==> src/rtl/cond_code_gen_pkg.sv <==
// ============================================================================
// Module  : cond_code_gen_pkg
// Brief   : Shared definitions for the condition-code generator and the
//           branch resolution unit that consumes its flags.
// Revision: 1.0 - initial release
// ============================================================================
`default_nettype none

package cond_code_gen_pkg;

   localparam int DATA_WIDTH = 16;

   // Branch condition field as decoded by the branch resolution unit
   typedef enum logic [2:0] {
      BR_LT = 3'b000,
      BR_GT = 3'b001,
      BR_LE = 3'b010,
      BR_GE = 3'b011,
      BR_EQ = 3'b100,
      BR_NE = 3'b101
   } br_cond_e;

   // Selects the flag a given branch condition tests; reserved codes never take
   function automatic logic br_cond_true(input br_cond_e cond,
                                         input logic eq, input logic lt,
                                         input logic gt, input logic le,
                                         input logic ge, input logic ne);
      logic r;
      r = 1'b0;
      case (cond)
         BR_LT:   r = lt;
         BR_GT:   r = gt;
         BR_LE:   r = le;
         BR_GE:   r = ge;
         BR_EQ:   r = eq;
         BR_NE:   r = ne;
         default: r = 1'b0;
      endcase
      return r;
   endfunction

endpackage

`default_nettype wire

==> src/rtl/cond_code_gen_cc_compare.sv <==
// ============================================================================
// Module  : cc_compare
// Brief   : Purely combinational A-vs-B compare producing six condition flags.
//           A 17-bit difference covers both signed and unsigned operands.
// Revision: 1.0 - initial release
// ============================================================================
`default_nettype none

module cc_compare
   import cond_code_gen_pkg::*;
(
   input  logic [DATA_WIDTH-1:0] a_i,
   input  logic [DATA_WIDTH-1:0] b_i,
   input  logic                  signed_cmp_i,
   output logic                  eq_o,
   output logic                  lt_o,
   output logic                  gt_o,
   output logic                  le_o,
   output logic                  ge_o,
   output logic                  ne_o
);

   localparam int MSB = DATA_WIDTH - 1;

   logic [DATA_WIDTH:0] a_ext;
   logic [DATA_WIDTH:0] b_ext;
   logic [DATA_WIDTH:0] diff;
   logic                ovf;
   logic                eq;
   logic                lt;

   // Extend operands, subtract, and derive the less-than / equal primitives
   always_comb begin
      a_ext = {signed_cmp_i & a_i[MSB], a_i};
      b_ext = {signed_cmp_i & b_i[MSB], b_i};
      diff  = a_ext - b_ext;
      // Overflow of the 16-bit signed subtraction: operand signs differ and
      // the result sign disagrees with A
      ovf   = (a_i[MSB] ^ b_i[MSB]) & (diff[MSB] ^ a_i[MSB]);
      eq    = (diff == '0);
      // Unsigned: bit 16 is the borrow. Signed: true sign is sign ^ overflow.
      lt    = signed_cmp_i ? (diff[MSB] ^ ovf) : diff[DATA_WIDTH];
   end

   assign eq_o = eq;
   assign lt_o = lt;
   assign gt_o = ~lt & ~eq;
   assign le_o = lt | eq;
   assign ge_o = ~lt;
   assign ne_o = ~eq;

endmodule

`default_nettype wire

==> src/rtl/cond_code_gen.sv <==
// ============================================================================
// Module  : cond_code_gen
// Brief   : Two-stage pipelined compare unit. S1 captures operands, S2 feeds
//           the comparator and commits into a registered flag set. Handles
//           pipeline stall, branch flush and the branch interlock.
// Revision: 1.0 - initial release
// ============================================================================
`default_nettype none

module cond_code_gen
   import cond_code_gen_pkg::*;
(
   input  logic                  clk,
   input  logic                  rst,
   input  logic [DATA_WIDTH-1:0] a_in,
   input  logic [DATA_WIDTH-1:0] b_in,
   input  logic                  cmp_valid,
   input  logic                  signed_cmp,
   input  logic                  stall,
   input  logic                  flush,
   input  logic                  branch_req,
   output logic                  EQ,
   output logic                  LT,
   output logic                  GT,
   output logic                  LE,
   output logic                  GE,
   output logic                  NE,
   output logic                  flags_valid,
   output logic                  branch_stall
);

   // Flag vector order: {EQ, LT, GT, LE, GE, NE}
   logic [DATA_WIDTH-1:0] s1_a_q, s1_a_d, s1_b_q, s1_b_d;
   logic                  s1_signed_q, s1_signed_d, s1_valid_q, s1_valid_d;
   logic [DATA_WIDTH-1:0] s2_a_q, s2_a_d, s2_b_q, s2_b_d;
   logic                  s2_signed_q, s2_signed_d, s2_valid_q, s2_valid_d;
   logic [5:0]            flags_q, flags_d;
   logic                  flags_valid_q, flags_valid_d;

   logic                  advance;
   logic [1:0]            pending;
   logic                  c_eq, c_lt, c_gt, c_le, c_ge, c_ne;

   cc_compare u_cmp (
      .a_i          (s2_a_q),
      .b_i          (s2_b_q),
      .signed_cmp_i (s2_signed_q),
      .eq_o         (c_eq),
      .lt_o         (c_lt),
      .gt_o         (c_gt),
      .le_o         (c_le),
      .ge_o         (c_ge),
      .ne_o         (c_ne)
   );

   // Next-state for both stages and the flag register
   always_comb begin
      // A flush always lets the older S2 entry retire, even under stall
      advance       = ~stall | flush;

      s1_a_d        = s1_a_q;
      s1_b_d        = s1_b_q;
      s1_signed_d   = s1_signed_q;
      s1_valid_d    = s1_valid_q;
      s2_a_d        = s2_a_q;
      s2_b_d        = s2_b_q;
      s2_signed_d   = s2_signed_q;
      s2_valid_d    = s2_valid_q;
      flags_d       = flags_q;
      flags_valid_d = flags_valid_q;

      if (!stall) begin
         s1_a_d      = a_in;
         s1_b_d      = b_in;
         s1_signed_d = signed_cmp;
         s1_valid_d  = cmp_valid;
      end
      if (flush) begin
         s1_valid_d = 1'b0;
      end

      if (advance) begin
         s2_a_d      = s1_a_q;
         s2_b_d      = s1_b_q;
         s2_signed_d = s1_signed_q;
         // Under flush+stall the stalled S1 entry is squashed, not advanced
         s2_valid_d  = s1_valid_q & ~stall;
         if (s2_valid_q) begin
            flags_d       = {c_eq, c_lt, c_gt, c_le, c_ge, c_ne};
            flags_valid_d = 1'b1;
         end
      end
   end

   // Pipeline and flag registers with asynchronous clear
   always_ff @(posedge clk or posedge rst) begin
      if (rst) begin
         s1_a_q        <= '0;
         s1_b_q        <= '0;
         s1_signed_q   <= 1'b0;
         s1_valid_q    <= 1'b0;
         s2_a_q        <= '0;
         s2_b_q        <= '0;
         s2_signed_q   <= 1'b0;
         s2_valid_q    <= 1'b0;
         flags_q       <= '0;
         flags_valid_q <= 1'b0;
      end else begin
         s1_a_q        <= s1_a_d;
         s1_b_q        <= s1_b_d;
         s1_signed_q   <= s1_signed_d;
         s1_valid_q    <= s1_valid_d;
         s2_a_q        <= s2_a_d;
         s2_b_q        <= s2_b_d;
         s2_signed_q   <= s2_signed_d;
         s2_valid_q    <= s2_valid_d;
         flags_q       <= flags_d;
         flags_valid_q <= flags_valid_d;
      end
   end

   // Branch interlock: any compare still in flight blocks a dependent branch
   always_comb begin
      pending      = {1'b0, s1_valid_q} + {1'b0, s2_valid_q};
      branch_stall = branch_req & (pending != 2'd0);
   end

   assign EQ          = flags_q[5];
   assign LT          = flags_q[4];
   assign GT          = flags_q[3];
   assign LE          = flags_q[2];
   assign GE          = flags_q[1];
   assign NE          = flags_q[0];
   assign flags_valid = flags_valid_q;

endmodule

`default_nettype wire

==> config.mk <==
export PLATFORM = sky130hd
export DESIGN_NAME = cond_code_gen
export DESIGN_NICKNAME = d
export VERILOG_FILES = /design/src/rtl/cond_code_gen_pkg.sv /design/src/rtl/cond_code_gen_cc_compare.sv /design/src/rtl/cond_code_gen.sv
export SDC_FILE = /design/constraint.sdc
export NUM_CORES = 1
export LEC_CHECK = 0
export BUFFER_PORTS_ARGS = -buffer_cell sky130_fd_sc_hd__buf_2
export CAP_MARGIN = 20
export CORE_ASPECT_RATIO = 0.9
export CORE_MARGIN = 2
export CORE_UTILIZATION = 60
export CTS_CLUSTER_SIZE = 24
export DETAILED_ROUTE_END_ITERATION = 16
export PLACE_DENSITY_LB_ADDON = 0.25
export SYNTH_ARGS = -nofsm -noshare
export SYNTH_HDL_FRONTEND = slang
export SYNTH_SLANG_ARGS = --single-unit
==> constraint.sdc <==
create_clock -name clk -period 6.4 [get_ports clk]
set_input_delay 0 -clock clk [delete_from_list [all_inputs] [get_ports clk]]
set_output_delay 0 -clock clk [all_outputs]
set_load 0.01 [all_outputs]
==> metrics.md, run 1 <==
| Metric | Value |
|---|---|
| Outcome | `completed` |
| Clock Path Buffers | `2` |
| Crit path launch type | `flop` |
| Reg power frac | `42.9%` |
| CTS resizes | `0` |
| Synth warnings | `0` |
| Simple-gate area share of the yosys netlist | `14.4%` |
| Root Buffer | `clkbuf_8` |
| Top cells by area, synth | `dfrtp_1, mux2_2, nand2_1, ha_1, o21ai_0` |
| Die Width | `88.1 um` |
| Nets | `517` |
| Sw Share | `32.7%` |
| Slew @ Worst Pin | `0.902 ns` |
| First-pass GRT wire length | `14.2 mm` |
| Buf/Inv on CP | `0` |
| Crit path kind | `reg -> reg` |
| Initial DRC Count | `261` |
| Mapped Area | `0.00382 sq mm` |
| Most numerous cell in the Yosys netlist | `nand2_1` |
| Max Cap Viol | `0` |
| Post-synth top cells | `nand2_1, dfrtp_1, mux2_2, inv_1, o21ai_0` |
| Setup bufs post-CTS | `0` |
| Pre-antenna DRT Iters | `4` |
| # clock sinks | `75` |
| Reg clk slew, reported paths | `0.08 ns` |
| Hold Fails Final Rpt | `0` |
| Post-synthesis cell count | `380` |
| Final setup violation count | `0` |
| EDFF count, synth | `0` |
| Crit-path max cell delay | `0.49 ns` |
| Port bufs | `46` |
| Fin crit share | `58.7%` |
| Total grt overflow | `0` |
| Later-pin clock latency in the skew report | `0.36 ns` |
| Clk_skew | `0.0103 ns` |
| Syn Area/Cell | `10.1 sq um` |
| Synth Area in Adders | `5.76%` |
| Static Leak | `2.23 nW` |
| Maximum number of pins on one net before global-route repair | `76` |
| CP delay by family, top | `simple AND/OR/NAND/NOR gates` |
| WP data arrival | `4.00 ns` |
| Hold Path Class | `in -> out` |
| Slew HR | `39.9%` |
| Ys flop type | `dfrtp_1` |
| Synth cell types | `50` |
| Reg2reg setup slack | `2.65 ns` |
| Worst flop-to-flop path startpoint | `s2_a_q[3]$_DFFE_PP0N_` |
| Yosys top cell by area | `dfrtp_1` |
| Setup WS pre-CTS | `2.67 ns` |
| Post-DP HPWL | `5.53 mm` |
| Post-DR wirelength/cell | `15.4 um` |
| R2r endpoint | `flags_q[3]$_DFFE_PP0P_` |
| Comb power frac | `30.2%` |
| CP endpoint kind | `flop` |
| RSZ-0062 raised after global routing | `no` |
| Fin. max-slew vios | `0` |
| CP max-delay cell | `fa_1` |
| DIE HEIGHT | `79.7 um` |
| Final min period | `3.75 ns` |
| Final WL | `8.51 mm` |
| Initial Util | `62.2%` |
| Ant. Diodes | `0` |
| Post-synthesis xor/xnor area fraction | `2.06%` |
| Crit path depth | `13` |
| Post-synthesis sequential area ratio | `49.1%` |
| H-tree levels | `3` |
| I/O pin cnt | `47` |
| Proportion of synthesized area in mux cells | `10.2%` |
| Largest family of logic cells by synthesized area | `simple AND/OR/NAND/NOR gates` |
| Hold slack | `0.332 ns` |
| Yosys top cell area share | `49.1%` |
| Setup WS post-layout | `2.65 ns` |
| TNS Setup | `0 ns` |
| Async SR Flop Fraction | `100%` |
| Vias per inst | `5.55` |
| CORE AREA | `0.00615 sq mm` |
| Gpl congestion | `0.857` |
| # rows | `27` |
| Routed Antenna Nets | `0` |
| Share of layout cells above drive strength 1 | `23.4%` |
| CTS tree | `yes` |
| CP required | `6.64 ns` |
| Int Pwr | `0.000881 W` |
| Die area | `0.00703 sq mm` |
| Total Routing Usage GR | `26.9%` |
| Inserted Clock Buffers | `9` |
| CP Max Fanout | `6` |
| Pwr per Cell Area | `281 mW/mm^2` |
| Initial antenna violation count | `0` |
| Reg2reg path depth | `13` |
| CP endpoint | `flags_q[3]$_DFFE_PP0P_` |
| Layout area overhead | `21.8%` |
| Via count | `3062` |
| Fillers | `453` |
| CP Launch Point | `s2_a_q[3]$_DFFE_PP0N_` |
| Peak supply drop | `0.208 mV` |
| Vias in the first global route | `2997` |
| Worst-path cell chain | `ha_1 -> nand3_1 -> a21oi_1 -> a211oi_1 -> nor2_1 -> a21oi_1 -> fa_1 -> nand3_1 -> a211oi_2 -> o2111ai_1 -> or4_1 -> or4_4 -> o31a_1` |
| DRC Markers | `0` |
| Clk pwr share | `26.8%` |
| FMAX | `266 MHz` |
| Syn_nets | `436` |
| Synth Register Bits | `75` |
| Sw Pwr | `0.000428 W` |
| Synth Area in Compound Gates | `14.3%` |
[power by group through the flow]
stage               sequential [W]  combinational (W)  clock, W
floorplan                 0.000565           0.000284         0
global placement          0.000567           0.000368         0
detailed placement        0.000570           0.000370         0
CTS                       0.000561           0.000389  0.000360
global route              0.000568           0.000439  0.000382
finish                    0.000561           0.000396  0.000351
[cell usage in the layout, fill, tap and decap left out, drive strengths merged, types with 7 or more instances in the layout]
cell type / synthesis / layout
inv: 23 / 23
dlygate4sd3: 0 / 36
mux2: 33 / 33
a21o: 7 / 7
buf: 6 / 49
nor2: 15 / 15
nand2: 83 / 83
a21oi: 18 / 18
dfrtp: 75 / 75
clkbuf: 9 / 11
ha: 16 / 16
o21ai: 26 / 26
[kinds of logic after synthesis]
kind of cell               count (synthesis)
buffers and inverters                     38
and+or+nand+nor                          125
DFF                                       75
muxes                                     35
AOI/OAI and AO/OA                         81
adders and majority gates                 17
xor gates and xnor gates                   9
[sequential cells by signal (all words and copies together) (netlist names)]
register,cells
flags_valid,1
s1_a_q,16
s2_valid_q,1
s1_b_q,16
s2_signed_q,1
s2_a_q,16
flags_q,6
s1_valid_q,1
s1_signed_q,1
s2_b_q,16
[worst min-delay path: stages]
cell	delay (ns)
buf_2	0.08
o21a_1	0.12
buf_2	0.13
[repair_timing]
action / 4_1_cts / 5_1_grt
hold buffers: 36 / 0
endpoints found under the hold margin: 109 / 0
endpoints found under the setup margin: 0 / 0
[through the flow]
step	utilization [%]	std cells	total power, W	cell area (sq um)
finish	75.7	552	0.00131	4660
global route	75.7	552	0.00139	4660
CTS	75.7	552	0.00131	4660
floorplan	-	380	0.000849	3820
detailed placement	66.9	501	0.000940	4110
global placement	66.9	501	0.000935	4110
[how the worst min path moves through the flow]
stage	from	endpoint	slack (ns)	depth (start not counted)
6_report	branch_req	branch_stall	0.33	3
3_3_place_gp	flush	s1_valid_q$_DFFE_PP0N_	0.18	2
5_1_grt	branch_req	branch_stall	0.34	3
2_1_floorplan	flush	s1_valid_q$_DFFE_PP0N_	0.07	1
3_5_place_dp	flush	s1_valid_q$_DFFE_PP0N_	0.19	2
4_1_cts	branch_req	branch_stall	0.29	3
[layer usage]
metal / wire length, um / GRT usage, % / vias to the layer above
met5: 0 / 0 / -
met4: 133 / 6.67 / 0
met3: 458 / 7.86 / 13
met2: 4000 / 41.1 / 95
met1: 3920 / 37.9 / 1488
li1: - / - / 1466
[cell type report]
type	instances	area, sq um	area share (%)
Clock buffer	11	131	2.82
Clock inverter	4	52.6	1.13
Inverter	23	86.3	1.85
Multi-Input combinational cell	267	1790	38.4
Sequential cell	75	1880	40.3
Tap cell	87	109	2.34
Timing Repair Buffer	85	613	13.2
Power figures use the tool's default switching activity.
==> run 2, diff against run 1 <==
--- a/config.mk
+++ b/config.mk
@@ -9,7 +9,7 @@
 export CAP_MARGIN = 20
 export CORE_ASPECT_RATIO = 0.9
 export CORE_MARGIN = 2
-export CORE_UTILIZATION = 60
+export CORE_UTILIZATION = 52
 export CTS_CLUSTER_SIZE = 24
 export DETAILED_ROUTE_END_ITERATION = 16
 export PLACE_DENSITY_LB_ADDON = 0.25
==> constraint.sdc (replaced) <==
create_clock -name clk -period 3.1 [get_ports clk]
set_input_delay 0 -clock clk [delete_from_list [all_inputs] [get_ports clk]]
set_output_delay 0 -clock clk [all_outputs]
set_load 0.01 [all_outputs]
==> metrics.md, run 2 (synthesis gave the netlist of run 1 again) <==
| Metric | Value |
|---|---|
| Reg power frac | `38.6% (was 42.9%)` |
| Int Pwr | `0.00206 W (was 0.000881 W)` |
| Nets | `555 (was 517)` |
| Reg clk slew, reported paths | `0.08 ns (about the same)` |
| Hold slack | `0.262 ns (was 0.332 ns)` |
| # rows | `29 (was 27)` |
| Slew @ Worst Pin | `0.901 ns (was 0.902 ns)` |
| Final WL | `9.04 mm (was 8.51 mm)` |
| Vias per inst | `5.31 (was 5.55)` |
| Fin crit share | `111% (was 58.7%)` |
| Cell Count, Final, Fillers Out | `597 (was 552)` |
| Crit path kind | `reg -> reg (unchanged)` |
| Pre-antenna DRT Iters | `4 (unchanged)` |
| Setup WS post-layout | `-0.340 ns (was 2.65 ns)` |
| Total Routing Usage GR | `25.0% (was 26.9%)` |
| Root Buffer | `clkbuf_8 (unchanged)` |
| DRC Markers | `0 (unchanged)` |
| WP data arrival | `3.68 ns (was 4.00 ns)` |
| Area post-placement | `0.00448 sq mm (was 0.00411 sq mm)` |
| CTS tree | `yes (unchanged)` |
| Fin. max-slew vios | `0 (unchanged)` |
| Comb power frac | `33.7% (was 30.2%)` |
| Fin util | `72.6% (was 75.7%)` |
| Share of layout cells above drive strength 1 | `33.3% (was 23.4%)` |
| Max Cap Viol | `0 (unchanged)` |
| Initial Util | `54.0% (was 62.2%)` |
| RSZ-0062 raised after global routing | `yes (was no)` |
| Commonest non-fill, non-tap cell in the layout | `nand2_1 (unchanged)` |
| Worst flop-to-flop path startpoint | `s2_a_q[12]$_DFFE_PP0N_ (was s2_a_q[3]$_DFFE_PP0N_)` |
| Initial DRC Count | `147 (was 261)` |
| CP Launch Point | `s2_a_q[12]$_DFFE_PP0N_ (was s2_a_q[3]$_DFFE_PP0N_)` |
| CP required | `3.34 ns (was 6.64 ns)` |
| DIE HEIGHT | `85.4 um (was 79.7 um)` |
| Die Width | `94.4 um (was 88.1 um)` |
| Static Leak | `2.45 nW (was 2.23 nW)` |
| H-tree levels | `3 (unchanged)` |
| CP endpoint kind | `flop (unchanged)` |
| Commonest non-fill, non-tap cells in the layout | `nand2_1, dfrtp_1, buf_2 (unchanged)` |
| Clk_skew | `0.0109 ns (was 0.0103 ns)` |
| FMAX | `291 MHz (was 266 MHz)` |
| Total grt overflow | `0 (unchanged)` |
| Fillers | `528 (was 453)` |
| Outcome | `finished, violations left (was completed)` |
| Cells after DPL | `544 (was 501)` |
| Failing checks | `setup timing` |
| Post-DP HPWL | `6.16 mm (was 5.53 mm)` |
| Port bufs | `46 (unchanged)` |
| TNS Setup | `-1.20 ns (was 0 ns)` |
| Peak supply drop | `0.477 mV (was 0.208 mV)` |
| Routed Antenna Nets | `0 (unchanged)` |
| First-pass GRT wire length | `15.4 mm (was 14.2 mm)` |
| Sw Pwr | `0.000967 W (was 0.000428 W)` |
| Via count | `3168 (was 3062)` |
| Post-DR wirelength/cell | `15.1 um (was 15.4 um)` |
| CP Max Fanout | `4 (was 6)` |
| Inserted Clock Buffers | `9 (unchanged)` |
| Later-pin clock latency in the skew report | `0.35 ns (was 0.36 ns)` |
| Layout area overhead | `34.3% (was 21.8%)` |
| Die area | `0.00806 sq mm (was 0.00703 sq mm)` |
| Maximum number of pins on one net before global-route repair | `76 (unchanged)` |
| Final non-filler cell area | `0.00513 sq mm (was 0.00466 sq mm)` |
| # clock sinks | `75 (unchanged)` |
| Final setup violation count | `4 (was 0)` |
| I/O pin cnt | `47 (unchanged)` |
| Gpl congestion | `0.910 (was 0.857)` |
| Hold Fails Final Rpt | `0 (unchanged)` |
| Final min period | `3.44 ns (was 3.75 ns)` |
| Initial antenna violation count | `0 (unchanged)` |
| Vias in the first global route | `3214 (was 2997)` |
| Crit path launch type | `flop (unchanged)` |
| Pwr per Cell Area | `589 mW/mm^2 (was 281 mW/mm^2)` |
| CORE AREA | `0.00708 sq mm (was 0.00615 sq mm)` |
| Ant. Diodes | `0 (unchanged)` |
| Slew HR | `39.9% (about the same)` |
| Hold Path Class | `in -> reg (was in -> out)` |
| Clk pwr share | `27.8% (was 26.8%)` |
| Sw Share | `32.0% (was 32.7%)` |
| Clock Path Buffers | `2 (unchanged)` |
| Hold path startpoint | `stall (was branch_req)` |
## run 2: critical path: stages (launching register included)
cell and delay [ns]:
dfrtp_1 0.43, ha_4 0.30, nand2_4 0.06, o2111ai_2 0.22, a211oi_2 0.07, nor2_1 0.14, a21oi_1 0.10, fa_1 0.48
nand3_1 0.07, a211oi_2 0.16, o2111ai_1 0.12, or4_1 0.47, or4_4 0.45, o31a_1 0.26
## run 2: worst paths after layout
kind / to / cells after the start / slack (ns)
setup reg to reg: flags_q[3]$_DFFE_PP0P_ / 13 / -0.34
hold reg to reg: flags_valid$_DFFE_PP0P_ / 1 / 0.47
min in group asynchronous: s1_b_q[9]$_DFFE_PP0N_ / 4 / 0.49
setup / recovery: flags_q[3]$_DFFE_PP0P_ / 13 / -0.34
max in group asynchronous: s2_b_q[3]$_DFFE_PP0N_ / 4 / 2.04
hold / removal: s2_valid_q$_DFFE_PP0N_ / 3 / 0.26
## run 2: what timing repair did
action | 4_1_cts | 5_1_grt
hold buffers | 36 | 0
cloned | 0 | 0
hold endpoints to repair | 109 | 0
endpoints found under the setup margin | 4 | 4
buffers inserted | 1 | 0
gates resized for setup | 5 | 8
pin swaps | 6 | 3
## run 2: routing by layer
metal  global-route usage, %  vias up  routed length (um)
met5                       0        -                   0
met4                    5.27        0                  54
met3                    5.95        6                 374
met2                    41.4       73                4380
met1                    33.6     1543                4230
li1                        -     1546                   -
## run 2: layout make-up
type	count	area (sq um)	area share, %
clock inverter	7	96.3	1.88
timing repair buffer	123	898	17.5
multi-input combinational	267	1940	37.7
sequential	75	1880	36.5
clock buffer	9	124	2.41
inverter	23	86.3	1.68
tap	93	116	2.27
## run 2: stage by stage
stage / total power, W / setup slack, ns
2_1_floorplan: 0.00180 / -0.271
3_3_place_gp: 0.00210 / -0.362
3_5_place_dp: 0.00211 / -0.433
4_1_cts: 0.00301 / -0.309
5_1_grt: 0.00320 / -0.521
6_report: 0.00302 / -0.340
## run 2: power by group through the flow
stage / logic [W] / clock network [W] / registers (W)
final: 0.00102 / 0.000839 / 0.00117
after global routing: 0.00112 / 0.000903 / 0.00118
after CTS: 0.000991 / 0.000855 / 0.00116
after detailed placement: 0.000929 / 0 / 0.00118
after global placement: 0.000921 / 0 / 0.00117
after floorplan: 0.000626 / 0 / 0.00117
==> run 3, diff against run 2 <==
--- a/config.mk
+++ b/config.mk
@@ -9,7 +9,7 @@
 export CAP_MARGIN = 20
 export CORE_ASPECT_RATIO = 0.9
 export CORE_MARGIN = 2
-export CORE_UTILIZATION = 52
+export CORE_UTILIZATION = 60
 export CTS_CLUSTER_SIZE = 24
 export DETAILED_ROUTE_END_ITERATION = 16
 export PLACE_DENSITY_LB_ADDON = 0.25
==> constraint.sdc (replaced) <==
create_clock -name clk -period 4.1 [get_ports clk]
set_input_delay 0 -clock clk [delete_from_list [all_inputs] [get_ports clk]]
set_output_delay 0 -clock clk [all_outputs]
set_load 0.01 [all_outputs]
==> metrics.md, run 3 (synthesis gave the netlist of run 1 again) <==
| Metric | Value |
|---|---|
| Final min period | `3.80 ns (was 3.44 ns)` |
| CP endpoint kind | `flop (unchanged)` |
| Clock Path Buffers | `2 (unchanged)` |
| Maximum number of pins on one net before global-route repair | `39 (was 76)` |
| Fillers | `432 (was 528)` |
| CP Max Fanout | `9 (was 4)` |
| Nets | `519 (was 555)` |
| Total grt overflow | `0 (unchanged)` |
| Final WL | `8.71 mm (was 9.04 mm)` |
| Hold Path Class | `in -> reg (unchanged)` |
| Hold path startpoint | `stall (unchanged)` |
| Reg2reg setup slack | `0.30 ns (was -0.34 ns)` |
| Post-DP HPWL | `5.83 mm (was 6.16 mm)` |
| Cell Count, Final, Fillers Out | `555 (was 597)` |
| Later-pin clock latency in the skew report | `0.36 ns (was 0.35 ns)` |
| Worst Hold Path EP | `s2_valid_q$_DFFE_PP0N_ (unchanged)` |
| CTS tree | `yes (unchanged)` |
| Pre-antenna DRT Iters | `4 (unchanged)` |
| WHS Path Cells | `2 (was 3)` |
| Die Width | `88.1 um (was 94.4 um)` |
| FMAX | `263 MHz (was 291 MHz)` |
| Share of layout cells above drive strength 1 | `24.4% (was 33.3%)` |
| TNS Setup | `0 ns (was -1.20 ns)` |
| First-pass GRT wire length | `14.3 mm (was 15.4 mm)` |
| I/O pin cnt | `47 (unchanged)` |
| Inserted Clock Buffers | `9 (unchanged)` |
| Crit path kind | `reg -> reg (unchanged)` |
| Slew @ Worst Pin | `0.831 ns (was 0.901 ns)` |
| Reg clk slew, reported paths | `0.08 ns (about the same)` |
| Ant. Diodes | `0 (unchanged)` |
| Vias per inst | `5.44 (was 5.31)` |
| Worst-path cell chain | `ha_1 -> nand4_1 -> o22ai_1 -> a211oi_1 -> nor2_1 -> a21oi_1 -> fa_1 -> nand3_1 -> a211oi_2 -> o2111ai_1 -> or4_1 -> or4_4 -> o31a_1 (was ha_4 -> nand2_4 -> o2111ai_2 -> a211oi_2 -> nor2_1 -> a21oi_1 -> fa_1 -> nand3_1 -> a211oi_2 -> o2111ai_1 -> or4_1 -> or4_4 -> o31a_1)` |
| Reg2reg path depth | `13 (unchanged)` |
| Via count | `3017 (was 3168)` |
| # clock sinks | `75 (unchanged)` |
| Routed Antenna Nets | `0 (unchanged)` |
| CP delay by family, top | `simple AND/OR/NAND/NOR gates (unchanged)` |
| Peak supply drop | `0.313 mV (was 0.477 mV)` |
| Final setup violation count | `0 (was 4)` |
| Commonest non-fill, non-tap cell in the layout | `nand2_1 (unchanged)` |
| Gpl congestion | `0.946 (was 0.910)` |
| Max Cap Viol | `0 (unchanged)` |
| # rows | `27 (was 29)` |
| H-tree levels | `3 (unchanged)` |
| CP max-delay cell | `fa_1 (unchanged)` |
| Initial DRC Count | `265 (was 147)` |
| Commonest non-fill, non-tap cells in the layout | `nand2_1, dfrtp_1, buf_2 (unchanged)` |
| Initial antenna violation count | `0 (unchanged)` |
| Clk_skew | `0.00939 ns (was 0.0109 ns)` |
| Port bufs | `46 (unchanged)` |
| Hold Fails Final Rpt | `0 (unchanged)` |
| Buf/Inv on CP | `0 (unchanged)` |
| CORE AREA | `0.00615 sq mm (was 0.00708 sq mm)` |
| Layout area overhead | `22.4% (was 34.3%)` |
| Outcome | `completed (was finished, violations left)` |
| RSZ-0062 raised after global routing | `no (was yes)` |
| Total Routing Usage GR | `27.1% (was 25.0%)` |
| Post-DR wirelength/cell | `15.7 um (was 15.1 um)` |
| Slew HR | `44.6% (was 39.9%)` |
| Pwr per Cell Area | `435 mW/mm^2 (was 589 mW/mm^2)` |
| Crit path launch type | `flop (unchanged)` |
| Vias in the first global route | `2964 (was 3214)` |
| Static Leak | `2.24 nW (was 2.45 nW)` |
| Initial Util | `62.2% (was 54.0%)` |
| DRC Markers | `0 (unchanged)` |
| CP required | `4.34 ns (was 3.34 ns)` |
| Crit-path max cell delay | `0.50 ns (was 0.48 ns)` |
| DIE HEIGHT | `79.7 um (was 85.4 um)` |
| Hold slack | `0.305 ns (was 0.262 ns)` |
| R2r endpoint | `flags_q[3]$_DFFE_PP0P_ (unchanged)` |
| Worst flop-to-flop path startpoint | `s2_a_q[7]$_DFFE_PP0N_ (was s2_a_q[12]$_DFFE_PP0N_)` |
| WP data arrival | `4.04 ns (was 3.68 ns)` |
| Fin. max-slew vios | `0 (unchanged)` |
| Root Buffer | `clkbuf_8 (unchanged)` |
| Cells after DPL | `502 (was 544)` |
| Fin crit share | `92.6% (was 111%)` |
| Die area | `0.00703 sq mm (was 0.00806 sq mm)` |
==> run 3: per-layer routing <==
layer	global-route usage (%)	vias up	share of wire (%)
met5	0	-	0
met4	6.67	0	0.81
met3	7.76	7	6.8
met2	41.4	95	47
met1	38.5	1434	46
li1	-	1481	-
==> run 3: what timing repair did <==
action | in CTS | in global routing
resized for setup | 0 | 0
setup buffers | 0 | 0
endpoints found under the hold margin | 71 | 0
hold buffers | 36 | 0
==> run 3: layout make-up <==
type / count / area [sq um] / share of cell area, %
inverter: 23 / 86.3 / 1.84
timing repair buffer: 87 / 636 / 13.6
multi-input combinational: 267 / 1790 / 38.2
clock buffer: 10 / 138 / 2.94
sequential: 75 / 1880 / 40.1
clock inverter: 6 / 46.3 / 0.989
tap: 87 / 109 / 2.33
==> run 3: through the flow <==
step	utilization [%]	setup slack (ns)	instance area, sq um	power [W]
floorplan	-	0.612	3820	0.00132
global placement	67.0	0.446	4120	0.00146
detailed placement	67.0	0.368	4120	0.00148
CTS	75.9	0.347	4660	0.00204
global route	76.1	0.132	4680	0.00215
finish	76.1	0.302	4680	0.00204
==> run 3: worst max path at each step <==
stage	from	end	slack [ns]	cells past startpoint
final	s2_a_q[7]$_DFFE_PP0N_	flags_q[3]$_DFFE_PP0P_	0.30	13
after global routing	s2_a_q[7]$_DFFE_PP0N_	flags_q[3]$_DFFE_PP0P_	0.13	13
after CTS	s2_a_q[7]$_DFFE_PP0N_	flags_q[3]$_DFFE_PP0P_	0.35	13
after detailed placement	s2_a_q[7]$_DFFE_PP0N_	flags_q[3]$_DFFE_PP0P_	0.37	13
after global placement	s2_a_q[7]$_DFFE_PP0N_	flags_q[3]$_DFFE_PP0P_	0.45	13
after floorplan	s2_a_q[7]$_DFFE_PP0N_	flags_q[3]$_DFFE_PP0P_	0.61	14
==> run 3: where the power goes <==
group,switching (W),internal [W]
Sequential,0.0000498,0.000827
Clock,0.000289,0.000241
Combinational,0.000357,0.000272
Total,0.000696,0.00134
